[src/rtl/stream_demux_1xn.sv]
// Registered 1-to-N stream demultiplexer with valid/ready handshake and per-packet channel lock.
// Optional DEMUX_DROP_CNT_EN adds a saturating 16-bit counter of dropped packets (drop_cnt).
//
// state  | meaning
// S_IDLE | waiting for the first beat of a packet
// S_PKT  | forwarding beats to the locked channel
// S_DROP | discarding a packet whose select was out of range
module stream_demux_1xn #(
  parameter int WIDTH = 8,
  parameter int N     = 4,
  parameter int SELW  = 4
) (
  input  logic             clk,
  input  logic             rst_n,
  input  logic             in_valid,
  output logic             in_ready,
  input  logic [WIDTH-1:0] in_data,
  input  logic             in_last,
  input  logic [SELW-1:0]  in_sel,
  output logic [N-1:0]     out_valid,
  input  logic [N-1:0]     out_ready,
  output logic [WIDTH-1:0] out_data,
  output logic             out_last,
  output logic             busy
`ifdef DEMUX_DROP_CNT_EN
  , output logic [15:0]    drop_cnt
`endif
);

  typedef enum logic [1:0] {S_IDLE, S_PKT, S_DROP} state_t;

  state_t           r_state;
  state_t           w_state_nxt;
  logic [SELW-1:0]  r_ch;
  logic             r_vld;
  logic [WIDTH-1:0] r_data;
  logic             r_last;

  logic w_held_ready;
  logic w_sel_ok;
  logic w_accept;
  logic w_retire;
  logic w_fwd;

  // Ready of the channel owning the held beat; other channels' ready is ignored.
  always_comb begin
    w_held_ready = 1'b0;
    for (int k = 0; k < N; k++) begin
      if (r_ch == SELW'(k)) w_held_ready = out_ready[k];
    end
  end

  always_comb begin
    out_valid = '0;
    for (int k = 0; k < N; k++) begin
      out_valid[k] = r_vld && (r_ch == SELW'(k));
    end
  end

  // Extra bit keeps the compare correct when N == 2**SELW.
  assign w_sel_ok = ({1'b0, in_sel} < (SELW+1)'(N));
  assign in_ready = (r_state == S_DROP) || !r_vld || w_held_ready;
  assign w_accept = in_valid && in_ready;
  assign w_retire = r_vld && w_held_ready;
  assign out_data = r_data;
  assign out_last = r_last;
  assign busy     = (r_state != S_IDLE);

  always_comb begin
    w_state_nxt = r_state;
    w_fwd       = 1'b0;
    case (r_state)
      S_IDLE: begin
        if (w_accept) begin
          if (w_sel_ok) begin
            w_fwd = 1'b1;
            if (!in_last) w_state_nxt = S_PKT;
          end else if (!in_last) begin
            w_state_nxt = S_DROP;
          end
        end
      end
      S_PKT: begin
        if (w_accept) begin
          w_fwd = 1'b1;
          if (in_last) w_state_nxt = S_IDLE;
        end
      end
      S_DROP: begin
        if (w_accept && in_last) w_state_nxt = S_IDLE;
      end
      default: w_state_nxt = S_IDLE;
    endcase
  end

  always_ff @(posedge clk) begin
    if (!rst_n) begin
      r_state <= S_IDLE;
    end else begin
      r_state <= w_state_nxt;
    end
  end

  always_ff @(posedge clk) begin
    if (!rst_n) begin
      r_vld  <= 1'b0;
      r_ch   <= '0;
      r_data <= '0;
      r_last <= 1'b0;
    end else if (w_fwd) begin
      r_vld  <= 1'b1;
      r_data <= in_data;
      r_last <= in_last;
      if (r_state == S_IDLE) r_ch <= in_sel;
    end else if (w_retire) begin
      r_vld <= 1'b0;
    end
  end

`ifdef DEMUX_DROP_CNT_EN
  logic w_drop_start;
  assign w_drop_start = (r_state == S_IDLE) && w_accept && !w_sel_ok;

  always_ff @(posedge clk) begin
    if (!rst_n) begin
      drop_cnt <= '0;
    end else if (w_drop_start && (drop_cnt != 16'hFFFF)) begin
      drop_cnt <= drop_cnt + 16'd1;
    end
  end
`endif

endmodule

[config.mk]
export PLATFORM = sky130hd
export DESIGN_NAME = stream_demux_1xn
export DESIGN_NICKNAME = d
export VERILOG_FILES = /design/src/rtl/stream_demux_1xn.sv
export SDC_FILE = /design/constraint.sdc
export NUM_CORES = 1
export LEC_CHECK = 0
export BUFFER_PORTS_ARGS = -buffer_cell sky130_fd_sc_hd__buf_2
export CAP_MARGIN = 10
export CORE_MARGIN = 2
export CORE_UTILIZATION = 44
export DETAILED_ROUTE_END_ITERATION = 10
export GPL_ROUTABILITY_DRIVEN = 1
export PLACE_DENSITY = 0.76
export SLEW_MARGIN = 20
export SYNTH_ARGS = -nofsm -noshare
export SYNTH_HDL_FRONTEND = slang
export SYNTH_SLANG_ARGS = --single-unit
export TNS_END_PERCENT = 20
[constraint.sdc]
create_clock -name clk -period 1.85 [get_ports clk]
set_clock_uncertainty 0.15 [all_clocks]
set_input_delay 0.185 -clock clk [delete_from_list [all_inputs] [get_ports clk]]
set_output_delay 0.185 -clock clk [all_outputs]
set_load 0.1 [all_outputs]
### After elaboration in Yosys (flattened, before gate mapping)

Index checks and enable logic that the tools add are counted.

* flip-flop bits (word level): 16
* bits of input ports: 20

* order comparisons: 1
* equal/unequal tests: 10
* mux-type cells: 18
* reductions and logical operators: 16

Operators with widths (count)
* $mux 2: 7
* $mux 1: 9
* $eq 4x2->1 const B: 2
* $ne 2x2->1 const B: 4
* $logic_and 1x1->1: 7
* $pmux 2 s3: 1
* $reduce_and 5->1: 1
* $eq 4x1->1 const B: 1
* $logic_not 4->1: 1
* $lt 4x3->1 const B: 1
* $reduce_bool 2->1: 2
* $eq 2x1->1 const B: 1
* $eq 2x2->1 const B: 1
* $logic_not 2->1: 1
* $logic_or 1x1->1: 2
* $ne 2x1->1 const B: 1
* $pmux 1 s2: 1
* $reduce_and 2->1: 1
* $logic_not 1->1: 1

### Longest topological paths before layout

* depth after elaboration: 10
* mapped depth: 6
* gate-level depth less buffers: 4

### Worst setup path after synthesis

No wires, ideal clock.

* kind: register to output
* start point: reg r_vld
* end point: out out_valid[0]
* arrival: 2.938 ns
* required time: 1.515 ns
* slack: -1.423 ns
* stages on the path, launching flop included: 3
* buffers on the path: 0
* path through: dfxtp_1 > nor3b_1 > nor3b_1

* cells in the longest elaborated chain, start to end: 1

Ends and longest elaborated chain
* from (decl): line 35 `logic r_vld;`
* from (signal assigned): line 106 `r_vld <= 1'b0;`
* from (signal assigned): line 111 `r_vld <= 1'b1;`
* from (signal assigned): line 116 `r_vld <= 1'b0;`
* $logic_and 1x1->1: line 56 `out_valid[k] = r_vld && (r_ch == SELW'(k));`
* to (decl): line 20 `output logic [N-1:0] out_valid,`

No other way between the ends.

### Final worst setup path

* start point: reg r_ch[1]
* end point: out in_ready

* cells in the longest elaborated chain, start to end: 6
* elaborated cells on any way between the ends: 9
* classes of those cells: eq/ne (3); mux (4); reduce/logical (2)

Ends and longest elaborated chain
* from (decl): line 34 `logic [SELW-1:0] r_ch;`
* from (signal assigned): line 114 `if (r_state == S_IDLE) r_ch <= in_sel;`
* $logic_not 4->1: line 49 `if (r_ch == SELW'(k)) w_held_ready = out_ready[k];`
* $mux 1 (3 in a row): line 49
* $mux 1 *: line 49
* $logic_or 1x1->1 *: line 62 `assign in_ready = (r_state == S_DROP) || !r_vld || w_held_ready;`
* to (decl): line 16 `output logic in_ready,`

Mark *: on every way between the ends. The rest lies on a longest branch, timed or not.

==> results.py <==
metrics = {
    "drt": {
        "drc": 0,
        "wl_met2_mm": 1.150,
        "ant_nets": 0,
        "routed_wl_mm": 2.287,
        "routed-via-count": 900,
        "first_pass_iters": 5,
        "wirelength_met1_um": 936,
        "vias_per_cell": 5.696,
        "top_layer": "met4",
        "wl_met3_um": 142,
        "drt_iter0_drc": 39,
        "routedWlPerCell_um": 14.47,
    },
    "die": {
        "ios": 35,
        "die-area_mm2": 0.002046,
        "rows": 14,
        "die_x_um": 45.24,
        "core_mm2": 0.001541,
        "start_util_pct": 48.54,
        "die_y_um": 45.24,
    },
    "place": {
        "post_dp_cell_area_mm2": 0.001051,
        "numPortBuffers": 34,
        "dpl.hpwl_mm": 1.347,
        "place.gp.congestion": 0.7579,
    },
    "critical_path": {
        "crit_chain": "mux2i_2 > o221a_4 > o21ai_4 > buf_12",
        "arrival_ps": 1600,
        "crit_family": "flip-flops",
        "cp_max_fo": 3,
        "worstPathRequired_ps": 1510,
        "max_stage_delay_ps": 420,
        "rr_worst_depth": 6,
        "start_kind": "register",
        "crit_slowest_cell": "dfxtp_1",
        "path_class": "register to output port",
        "worst-path-buf-inv": 1,
        "reg2reg_slack_ps": -20,
        "r2r-start": "r_ch[2]",
        "reg2reg_to": "out_data[4]",
        "setup.worst_path.end_class": "output port",
    },
    "timing": {
        "fin_ws_ps": -81.69,
        "tightest_slew_ps": 712.2,
        "fmax_ghz": 0.5177,
        "slew_headroom_pct": 52.20,
        "setup-tns-final_ps": -109.3,
        "fin_crit_ps": 1932,
        "rsz0062_at_grt": "yes",
        "hold_viol_final": 1,
        "holdWs_ps": -1.153,
        "period_share_pct": 104.4,
        "setup_viol": 3,
        "drv_slew": 0,
    },
    "pwr": {
        "p_switching_w": 0.0002789,
        "seqPwrFrac_pct": 44.1,
        "p_int_w": 0.0005553,
        "p_leak_nw": 0.5475,
        "sw_frac_of_total_pct": 33.43,
        "power.total_w": 0.0008341,
        "clockPowerShare_pct": 28.2,
        "power_density_mw_per_mm2": 653.6,
        "p_comb_share_pct": 27.7,
        "peakVddDrop_v": 0.0004847,
    },
    "finish": {
        "final_cell_mix": "29 x buf_2, 12 x nand3_1, 12 x dfxtp_1, 10 x o21ai_1, 10 x dlygate4sd3_1",
        "mostFrequentLayoutCell": "buf_2",
        "drive_gt1_share_pct": 46.48,
        "num_antenna_cells": 0,
        "finalNetCount": 163,
        "syn_to_final_growth_pct": 70.57,
        "stdcell_area_mm2": 0.001276,
    },
    "min_path": {
        "whs_path_depth": 3,
        "hold_path_class": "input pin to register",
        "hold_start": "in_data[2]",
        "hold_end": "out_data[2]",
    },
    "logic_synthesis": {
        "synthTopCellsByArea": "dfxtp_1 43%, a21oi_1 8.0%, nand3_1 8.0%",
        "synth_top_area_share_pct": 42.81,
        "ys_seq_area_share_pct": 42.81,
        "postSynthCellCount": 89,
        "yosysWarnings": 0,
        "yosysTopAreaCell": "dfxtp_1",
        "netlist_area_um2": 748.2,
        "syn-num-nets": 109,
        "synth-seq-cells": 16,
        "syn_area_per_cell_um2": 8.407,
        "synth_cell_type_count": 23,
    },
    "job": {
        "cap_violations": 0,
    },
    "outcome": {
        "violations": "hold timing, setup timing",
        "outcome": "finished, violations left",
    },
    "grt": {
        "grtUsageTotal_pct": 20.78,
        "grt_max_degree": 14,
        "antenna_found_initial": 0,
        "grt_pass1_vias": 759,
        "grt_overflow": 0,
        "grt_first_pass_wirelength_mm": 3.187,
    },
    "clock_tree": {
        "clock_sinks": 16,
        "numCtsBuffers": 3,
        "cts_buffer_depth": 2,
        "tritoncts": "built",
        "clk_latency_ps": 290,
        "path_clk_slew_ps": 100,
        "h-tree-depth": 1,
        "cts_root_buffer": "clkbuf_4",
    },
}
[layer usage]
metal / up-vias / global-route usage, %
met5: - / 0
met2: 45 / 33.43
met4: 0 / 7.647
li1: 435 / -
met1: 411 / 28.54
met3: 9 / 2.400
[stage by stage]
step | std cells | util (%) | worst slack [ps]
CTS | 155 | 79.46 | -84.33
floorplan | 89 | - | -44.33
detailed placement | 138 | 68.18 | 88.25
finish | 158 | 82.79 | -81.69
global placement | 138 | 68.18 | 111.7
global route | 158 | 82.79 | -126.5
[worst register-to-register path: stages (launching register included)]
cell and delay, ps:
dfxtp_2 340, or3b_4 400, buf_4 160, o221ai_4 280, buf_4 200, nand3_1 90, a21oi_1 170
[power groups by stage]
stage               Clock (W)  Sequential (W)  Combinational, W
finish               0.000235        0.000368          0.000231
global route         0.000241        0.000369          0.000242
CTS                  0.000233        0.000366          0.000219
detailed placement          0        0.000374          0.000198
global placement            0        0.000374          0.000197
floorplan                   0        0.000429         0.0000894
[what timing repair did]
action | CTS | global route
setup endpoints to repair | 1 | 16
gates cloned | 0 | 1
hold buffers | 10 | 0
gates resized for setup | 4 | 9
buffers inserted | 3 | 2
pin swaps | 2 | 2
endpoints found under the hold margin | 10 | 0
[cells in the mapped netlist]
library cell	count
o21ai_1	10
inv_1	4
dfxtp_1	16
mux2i_1	2
o21a_1	2
o21ai_0	3
or3b_4	1
and3_1	4
or3_1	1
nand3_1	12
nor2b_1	1
o221a_2	1
o221ai_4	1
nand2_1	4
clkbuf_1	2
buf_4	1
nor2_1	4
a21oi_1	12
nor3b_1	2
buf_2	2
a311oi_1	1
a31oi_1	2
a2111oi_2	1
[logic make-up after synthesis]
| group | Yosys count | synth area share [%] |
|---|---|---|
| compound gates | 33 | 28.59 |
| buf+inv | 9 | 5.351 |
| flops | 16 | 42.81 |
| mux | 2 | 2.676 |
| simple gates | 29 | 20.57 |
[flip-flops by register name, indices dropped and copies added (netlist names)]
name      flops
out_last      1
r_ch          4
out_data      8
r_state       2
r_vld         1
[worst max-delay path by stage]
stage	from	endpoint	slack [ps]	cells after the start
2_1_floorplan	r_ch[0]	in_ready	-40	4
3_3_place_gp	r_ch[3]	in_ready	110	4
3_5_place_dp	r_ch[1]	in_ready	90	4
4_1_cts	r_ch[2]	in_ready	-80	4
5_1_grt	r_ch[1]	in_ready	-130	4
6_report	r_ch[1]	in_ready	-80	4
[final cells by class]
cell class                      count  area, um^2
Fill cell                          87       265.3
Inverter                            4       15.01
Tap cell                           16       20.02
Multi-Input combinational cell     64       455.4
Sequential cell                    16       325.3
Clock buffer                        4       36.28
Timing Repair Buffer               54       424.2
Power figures use the tool's default switching activity.
